**src/rtl/kcu_axis_pkg.sv**
```systemverilog
// kcu_axis_pkg: shared AXI-Stream widths and the arbiter state encoding
package kcu_axis_pkg;
    localparam int AXIS_DATA_W = 512;
    localparam int AXIS_KEEP_W = AXIS_DATA_W / 8;
    typedef enum logic {ARB_IDLE, ARB_LOCK} arb_state_t;
endpackage

```
**src/rtl/axis_skid_buffer.sv**
```systemverilog
// axis_skid_buffer: main register plus one overflow register; in_ready is overflow-empty
module axis_skid_buffer #(
    parameter int W = 8
) (
    input  logic         axi_aclk,
    input  logic         axi_areset,
    input  logic         in_valid,
    output logic         in_ready,
    input  logic [W-1:0] in_data,
    output logic         out_valid,
    input  logic         out_ready,
    output logic [W-1:0] out_data
);
    logic         ovf_valid;
    logic [W-1:0] ovf_data;
    assign in_ready = !ovf_valid;
    always_ff @(posedge axi_aclk) begin
        if (axi_areset) begin
            out_valid <= 1'b0;
            out_data  <= '0;
            ovf_valid <= 1'b0;
            ovf_data  <= '0;
        end else if (in_valid && in_ready) begin
            if (!out_valid || out_ready) begin
                out_valid <= 1'b1;
                out_data  <= in_data;
            end else begin
                ovf_valid <= 1'b1;
                ovf_data  <= in_data;
            end
        end else if (out_ready) begin
            out_valid <= ovf_valid;
            out_data  <= ovf_valid ? ovf_data : out_data;
            ovf_valid <= 1'b0;
        end
    end
endmodule

```
**src/rtl/axis_pkt_arbiter.sv**
```systemverilog
// axis_pkt_arbiter: packet-locked round-robin arbiter onto one registered AXI-Stream master
module axis_pkt_arbiter
    import kcu_axis_pkg::*;
#(
    parameter int N_IN   = 2,
    parameter int DATA_W = AXIS_DATA_W,
    parameter int KEEP_W = DATA_W / 8,
    parameter int IDX_W  = N_IN > 1 ? $clog2(N_IN) : 1
) (
    input  logic                     axi_aclk,
    input  logic                     axi_areset,
    input  logic [N_IN-1:0]          cfg_en,
    input  logic [N_IN-1:0]          s_axis_tvalid,
    output logic [N_IN-1:0]          s_axis_tready,
    input  logic [N_IN*DATA_W-1:0]   s_axis_tdata,
    input  logic [N_IN*KEEP_W-1:0]   s_axis_tkeep,
    input  logic [N_IN-1:0]          s_axis_tlast,
    output logic                     m_axis_tvalid,
    input  logic                     m_axis_tready,
    output logic [DATA_W-1:0]        m_axis_tdata,
    output logic [KEEP_W-1:0]        m_axis_tkeep,
    output logic                     m_axis_tlast,
    output logic [IDX_W-1:0]         grant_idx,
    output logic                     busy,
    output logic                     pkt_done
);
    arb_state_t       state;
    logic [IDX_W-1:0] rr_ptr, pick, cand;
    logic [N_IN-1:0]  req;
    logic             found, sk_ready, sk_valid, take, last_beat;
    assign req = s_axis_tvalid & cfg_en;
    always_comb begin
        pick  = rr_ptr;
        cand  = rr_ptr;
        found = 1'b0;
        for (int k = 0; k < N_IN; k++) begin
            cand = IDX_W'((int'(rr_ptr) + k) % N_IN);
            if (!found && req[cand]) begin
                found = 1'b1;
                pick  = cand;
            end
        end
    end
    assign sk_valid      = state == ARB_LOCK && s_axis_tvalid[grant_idx];
    assign take          = sk_valid && sk_ready;
    assign last_beat     = take && s_axis_tlast[grant_idx];
    assign busy          = state == ARB_LOCK;
    assign s_axis_tready = (state == ARB_LOCK && sk_ready) ? N_IN'(1) << grant_idx : '0;
    // grant is held from arbitration until the tlast beat is taken
    always_ff @(posedge axi_aclk) begin
        if (axi_areset) begin
            state     <= ARB_IDLE;
            grant_idx <= '0;
            rr_ptr    <= '0;
            pkt_done  <= 1'b0;
        end else begin
            pkt_done <= last_beat;
            if (state == ARB_IDLE && found) begin
                state     <= ARB_LOCK;
                grant_idx <= pick;
            end else if (last_beat) begin
                state  <= ARB_IDLE;
                rr_ptr <= grant_idx == IDX_W'(N_IN - 1) ? '0 : grant_idx + 1'b1;
            end
        end
    end
    axis_skid_buffer #(.W(DATA_W + KEEP_W + 1)) u_skid (
        .axi_aclk  (axi_aclk),
        .axi_areset(axi_areset),
        .in_valid  (sk_valid),
        .in_ready  (sk_ready),
        .in_data   ({s_axis_tlast[grant_idx],
                     s_axis_tkeep[int'(grant_idx) * KEEP_W +: KEEP_W],
                     s_axis_tdata[int'(grant_idx) * DATA_W +: DATA_W]}),
        .out_valid (m_axis_tvalid),
        .out_ready (m_axis_tready),
        .out_data  ({m_axis_tlast, m_axis_tkeep, m_axis_tdata})
    );
endmodule

```
**config.mk**
```make
export PLATFORM = sky130hd
export DESIGN_NAME = axis_pkt_arbiter
export DESIGN_NICKNAME = d
export VERILOG_FILES = /design/src/rtl/kcu_axis_pkg.sv /design/src/rtl/axis_skid_buffer.sv /design/src/rtl/axis_pkt_arbiter.sv
export SDC_FILE = /design/constraint.sdc
export NUM_CORES = 2
export LEC_CHECK = 0
export ABC_AREA = 1
export BUFFER_PORTS_ARGS = -buffer_cell sky130_fd_sc_hd__buf_2
export CAP_MARGIN = 20
export CORE_AREA = 2 2 678 680
export CTS_CLUSTER_DIAMETER = 30
export DETAILED_ROUTE_END_ITERATION = 10
export DIE_AREA = 0 0 680 682
export GPL_ROUTABILITY_DRIVEN = 0
export PLACE_DENSITY_LB_ADDON = 0.2
export SLEW_MARGIN = 30
export SYNTH_ARGS = -nofsm -noshare
export SYNTH_HDL_FRONTEND = slang
export SYNTH_SLANG_ARGS = --single-unit
```
**constraint.sdc**
```tcl
create_clock -name axi_aclk -period 3.6 [get_ports axi_aclk]
set_input_delay 0.36 -clock axi_aclk [delete_from_list [all_inputs] [get_ports axi_aclk]]
set_output_delay 0.36 -clock axi_aclk [all_outputs]
set_load 0.01 [all_outputs]
```
======== Yosys cells after proc, flatten, opt, wreduce, memory -nomap -nowiden ========
Cells that the tools add are included.
operators by class
  add/subtract/negate cells ............... 2
  multiply operators ...................... 0
  div/mod/pow operators ................... 0
  order comparisons ....................... 3
  equal/unequal tests ..................... 2
  shift operators ......................... 3
  multiplexer cells ....................... 25
  bitwise operators ....................... 4
  reductions and logical operators ........ 18
operator list
  kind                                                                  count
  577-bit two-way mux                                                   4
  1024-bit by 11-bit variable part select with 512-bit output           1
  128-bit by 8-bit variable part select with 64-bit output              1
  1-bit two-way mux                                                     20
  2-bit AND reduction                                                   4
  1-bit logical AND                                                     6
  1-bit by 2-bit < comparator with 1-bit output, second input constant  3
  2-bit nonzero test                                                    3
  1-bit logical NOT                                                     3
  1-bit inverter                                                        3
  3-bit AND reduction                                                   1
  1-bit adder, second input constant                                    2
  2-bit AND                                                             1
  2-bit two-way mux                                                     1
  2-bit by 1-bit != test with 1-bit output, second input constant       1
  2-bit != test, second input constant                                  1
  1-bit by 1-bit left shift with 2-bit output, first input constant     1
  1-bit logical OR                                                      1
storage, ports and cells
  bits in registers ....................... 1,160
  bits in latches ......................... 0
  RAM bits ................................ 0
  memory bits (read-only) ................. 0
  input bits .............................. 1,161
  output and inout bits ................... 583
  word-level logic and storage cells ...... 65
  memories kept ........................... 0

======== Longest topological paths before layout ========
  depth after elaboration ................. 10
  gate-level depth with buffers ........... 12

======== Cells and area by module ========
From an unflattened synthesis, not the netlist that was laid out.
unflattened totals
  cells, all modules ...................... 9,926
  area total of the unflattened synthesis .. 57,908.0 um2
by module, submodules not included
  module            times used  cells each  area each (um2)  seq. area each (um2)
  axis_skid_buffer  1           8,032       50,245.7         23,142.2
  axis_pkt_arbiter  1           1,894       7,662.3          80.1

======== Least setup slack after synthesis ========
Ideal clock, no wire load.
  path kind ............................... register to register
  start ................................... register grant_idx
  end ..................................... register u_skid.out_data[100]
  setup time .............................. 0.112 ns
  arrival time ............................ 1.467 ns
  data required time ...................... 3.488 ns
  path slack .............................. 2.021 ns
  cell stages (with the launch flop) ...... 13
  buffers on the path ..................... 4
  clock period less this slack ............ 1.579 ns
  cells stage by stage .................... dfxtp_1 buf_4 inv_2 nand2_1 nand2_2 nand3_4 buf_2 buf_2 buf_2 nand2_1 nand2_1 nor2_1 nor2_1
between the ends
  cells in the longest elaborated chain, start to end .. 6
  elaborated cells between the ends (all ways) .. 11
  classes of those cells .................. eq/ne (1); shift (1); mux (4); reduce/logical (5)
RTL lines
  element                                                                                              RTL line                text
  start: declaration                                                                                   axis_pkt_arbiter.sv:23  output logic [IDX_W-1:0] grant_idx,
  start signal: assignment                                                                             axis_pkt_arbiter.sv:60  grant_idx <= pick;
  branches (longest 6 deep; another with 1024-bit by 11-bit variable part select with 512-bit output)  -
  end signal: assignment                                                                               axis_skid_buffer.sv:26  out_data <= in_data;
  end signal: assignment                                                                               axis_skid_buffer.sv:33  out_data <= ovf_valid ? ovf_data : out_data;
  end: declaration                                                                                     axis_skid_buffer.sv:12  output logic [W-1:0] out_data
Parallel ways; which one is timed is not known. The select of a mux whose other input is x is not followed.
A chain may end at the register's enable or synchronous reset.

======== Final worst setup path ========
  start ................................... register grant_idx
  end ..................................... register u_skid.ovf_data[442]
between the ends
  cells in the longest elaborated chain, start to end .. 5
  elaborated cells between the ends (all ways) .. 6
  classes of those cells .................. shift (1); mux (2); reduce/logical (3)
RTL lines
  element                                                                                              RTL line                text
  branches (longest 5 deep; another with 1024-bit by 11-bit variable part select with 512-bit output)  -
  end signal: assignment                                                                               axis_skid_buffer.sv:29  ovf_data <= in_data;
  end: declaration                                                                                     axis_skid_buffer.sv:15  logic [W-1:0] ovf_data;
Parallel ways; which one is timed is not known. The select of a mux whose other input is x is not followed.

==> summary.txt <==
Min path
  – WHS Endpoint: u_skid.ovf_data[387]
  – Min-delay src: s_axis_tdata[387]
  – Hold path depth: 5
  – Worst min path class: input pin to flip-flop

Placement
  – Number of port buffers: about 1,700
  – Hpwl dp: ~320 mm

Clocking
  – CTS Buffer Depth: 4
  – CTS Root Cell: clkbuf_16
  – Resized cells post-CTS: 0
  – Clock latency at the later pin of the worst-skew pair: 0.94 ns
  – Clock-pin slew on the worst setup and hold paths: 0.04 ns
  – Post-CTS Setup Bufs: 0
  – TritonCTS clock tree: built
  – CTS Buf Count: around 420
  – H-tree Lvls: 5
  – Clk sinks: approximately 1,200

Floorplanning
  – Initial Util: 13.04%
  – Die H: about 680 um
  – Row count: roughly 250
  – Top Ports: roughly 1,700
  – Die W: slightly below 700 um
  – Die Footprint: 0.4638 mm2
  – Area of the core: approximately 0.46 mm2

Layout
  – P&R area growth vs syn: 67.80%
  – Most frequent cells in the layout: nand2_1 (5,203), buf_2 (1,742), nor2_1 (1,160), dfxtp_1 (1,159), dlygate4sd3_1 (1,074)
  – Nets: around 14,000
  – Leading cell type in the layout, fill and taps excluded: nand2_1
  – Ratio of cells with drive above 1 in the final layout: between 20% and 30%

STA
  – Unrepaired setup endpoints after global routing: false
  – Setup_tns: 0 ns
  – Fmax: roughly 340 MHz
  – Fin. Hold Viols: 0
  – Worst-Margin Slew: 1.287 ns
  – Clk_skew: slightly above 0.06 ns
  – Hold Worst Slack: roughly 0.034 ns
  – Slew Viols, Final: 0
  – Slew HR: between 10 and 15%
  – Min Clock Period, post-route: between 2 and 3 ns
  – Final setup fails: 0
  – Period Utilization, post-route: ~80%

Worst setup path
  – CP Capture Type: flip-flop
  – Critical Path Fanout Max: approximately 140
  – Register-to-Register Path Depth: 7
  – FF-to-FF setup slack: between 0.6 and 0.7 ns
  – WP data required: between 4 and 5 ns
  – RR Endpoint: u_skid.ovf_data[442]
  – Startpoint types: flip-flop
  – Worst EP arrival: about 3.8 ns
  – Worst r2r src: grant_idx
  – CP Class: flip-flop to flip-flop

GRT
  – Antenna violations before repair: roughly 130
  – Largest net degree at the start of global routing: roughly 140
  – GRT Total Usage: between 15 and 20%
  – Total global routing overflow: 0
  – First-pass GRT wire length: 578.1 mm
  – Vias in the first global route: between 70,000 and 80,000

Routing
  – DR vias/cell: a little under 4
  – Drt total wl: around 420 mm
  – Drt wl/cell: approximately 22 um
  – DR DRC count: 0
  – Antenna-violating nets left: 0
  – Via count: 75,926
  – Iter 0 DRT Violations: ~5,600
  – DRT Pass-1 Iters: 7

Yosys
  – Mapped Area: 0.05962 mm2
  – Mapped Nets: roughly 11,000
  – Synth warn: 0
  – Avg Inst Size Synth: 5.933 um2
  – Flops & latches, synth: around 1,200
  – Seq/Total Area, Yosys: 38.95%
  – Mapped Cells: 10,050
  – Synth unique cells: 21

Status
  – Status: complete, no violations

Power and ir drop
  – LEAKAGE: just under 50 nW
  – Max VDD drop: 0.0003494 V
  – PD cells: around 580 mW/mm2

Job
  – Max-cap viol count: 0
[through the flow]
stage	instance area (um2)	util [%]	worst slack, ns	std cells	total power, mW
2_1_floorplan	59620	-	2.021	10050	17.54
3_3_place_gp	74940	16.38	0.9020	17273	21.45
3_5_place_dp	74940	16.38	0.8952	17273	21.45
4_1_cts	99810	21.82	0.5966	19120	58.76
5_1_grt	99950	21.85	0.5477	19169	60.29
6_report	100000	21.88	0.6799	19206	58.04
[power by group]
part / leakage (nW) / switching [mW] / internal, mW
Clock: 7.02 / 10.6 / 24.9
Combinational: 32.2 / 5.45 / 3.21
Sequential: 9.41 / 0.383 / 13.5
[worst max-delay path: stages, from the launching register on]
cell	delay, ns
dfxtp_4	0.38
buf_12	0.27
buf_12	0.31
nand2_1	0.39
nand2_1	0.30
dlygate4sd3_1	0.62
nand2_1	0.06
a21oi_1	0.11
[registers in the layout, indices dropped and copies added, names as in the netlist]
register / count
u_skid.ovf_data: 577
grant_idx: 1
u_skid.out_valid: 1
u_skid.out_data: 577
u_skid.ovf_valid: 1
pkt_done: 1
busy: 1
rr_ptr: 1
[how the worst max path moves through the flow]
stage	startpoint	to	slack, ns	cells after the start
after detailed placement	grant_idx	u_skid.out_data[83]	0.90	10
after floorplan	grant_idx	u_skid.out_data[100]	2.02	12
after global placement	grant_idx	u_skid.out_data[83]	0.90	10
after CTS	grant_idx	s_axis_tready[0]	0.60	4
after global routing	grant_idx	u_skid.ovf_data[287]	0.55	11
final	grant_idx	u_skid.ovf_data[442]	0.68	7
[per-layer routing]
metal | up-vias | track usage [%] | wire (um)
li1 | 36596 | - | -
met1 | 35610 | 21.63 | 179400
met2 | 2944 | 27.34 | 187500
met3 | 720 | 5.086 | 33780
met4 | 56 | 8.316 | 22260
met5 | - | 0 | 351
[Yosys cell counts (all sizes together)]
cell    instances  area share, %
nand2        5206             33
nor2         1161            7.3
dfxtp        1160             39
inv           586            3.7
a21oi         582            4.9
nand4         578            6.1
buf           504            4.5
clkbuf        265            1.7
o21ai           3          0.025
nand3           2          0.038
nor3            2          0.017
or2             1          0.010
[repair_timing]
| item | CTS | global route |
|---|---|---|
| hold buffers | 1074 | 0 |
| hold endpoints to repair | 1060 | 0 |
| setup endpoints to repair | 0 | 0 |
[final cells by class]
type                    instances  area (um2)
fillers                     52223      357300
well taps                    6024        7537
flip-flops and latches       1160       23230
repair buffers               3043       22200
multi-input cells            7535       30530
diodes                         85       212.7
inverters                     586        2222
clock buffers                 652       12840
clock inverters               121        1279
[cell families after synthesis]
| kind of cell | count (synthesis) | share of synthesized area (%) |
|---|---|---|
| AND/OR/NAND/NOR | 6950 | 46.24 |
| AO/OA/AOI/OAI | 585 | 4.910 |
| flip-flops | 1160 | 38.95 |
| buffers and inverters | 1355 | 9.897 |
Note: power is estimated with default switching activity, not from simulation.
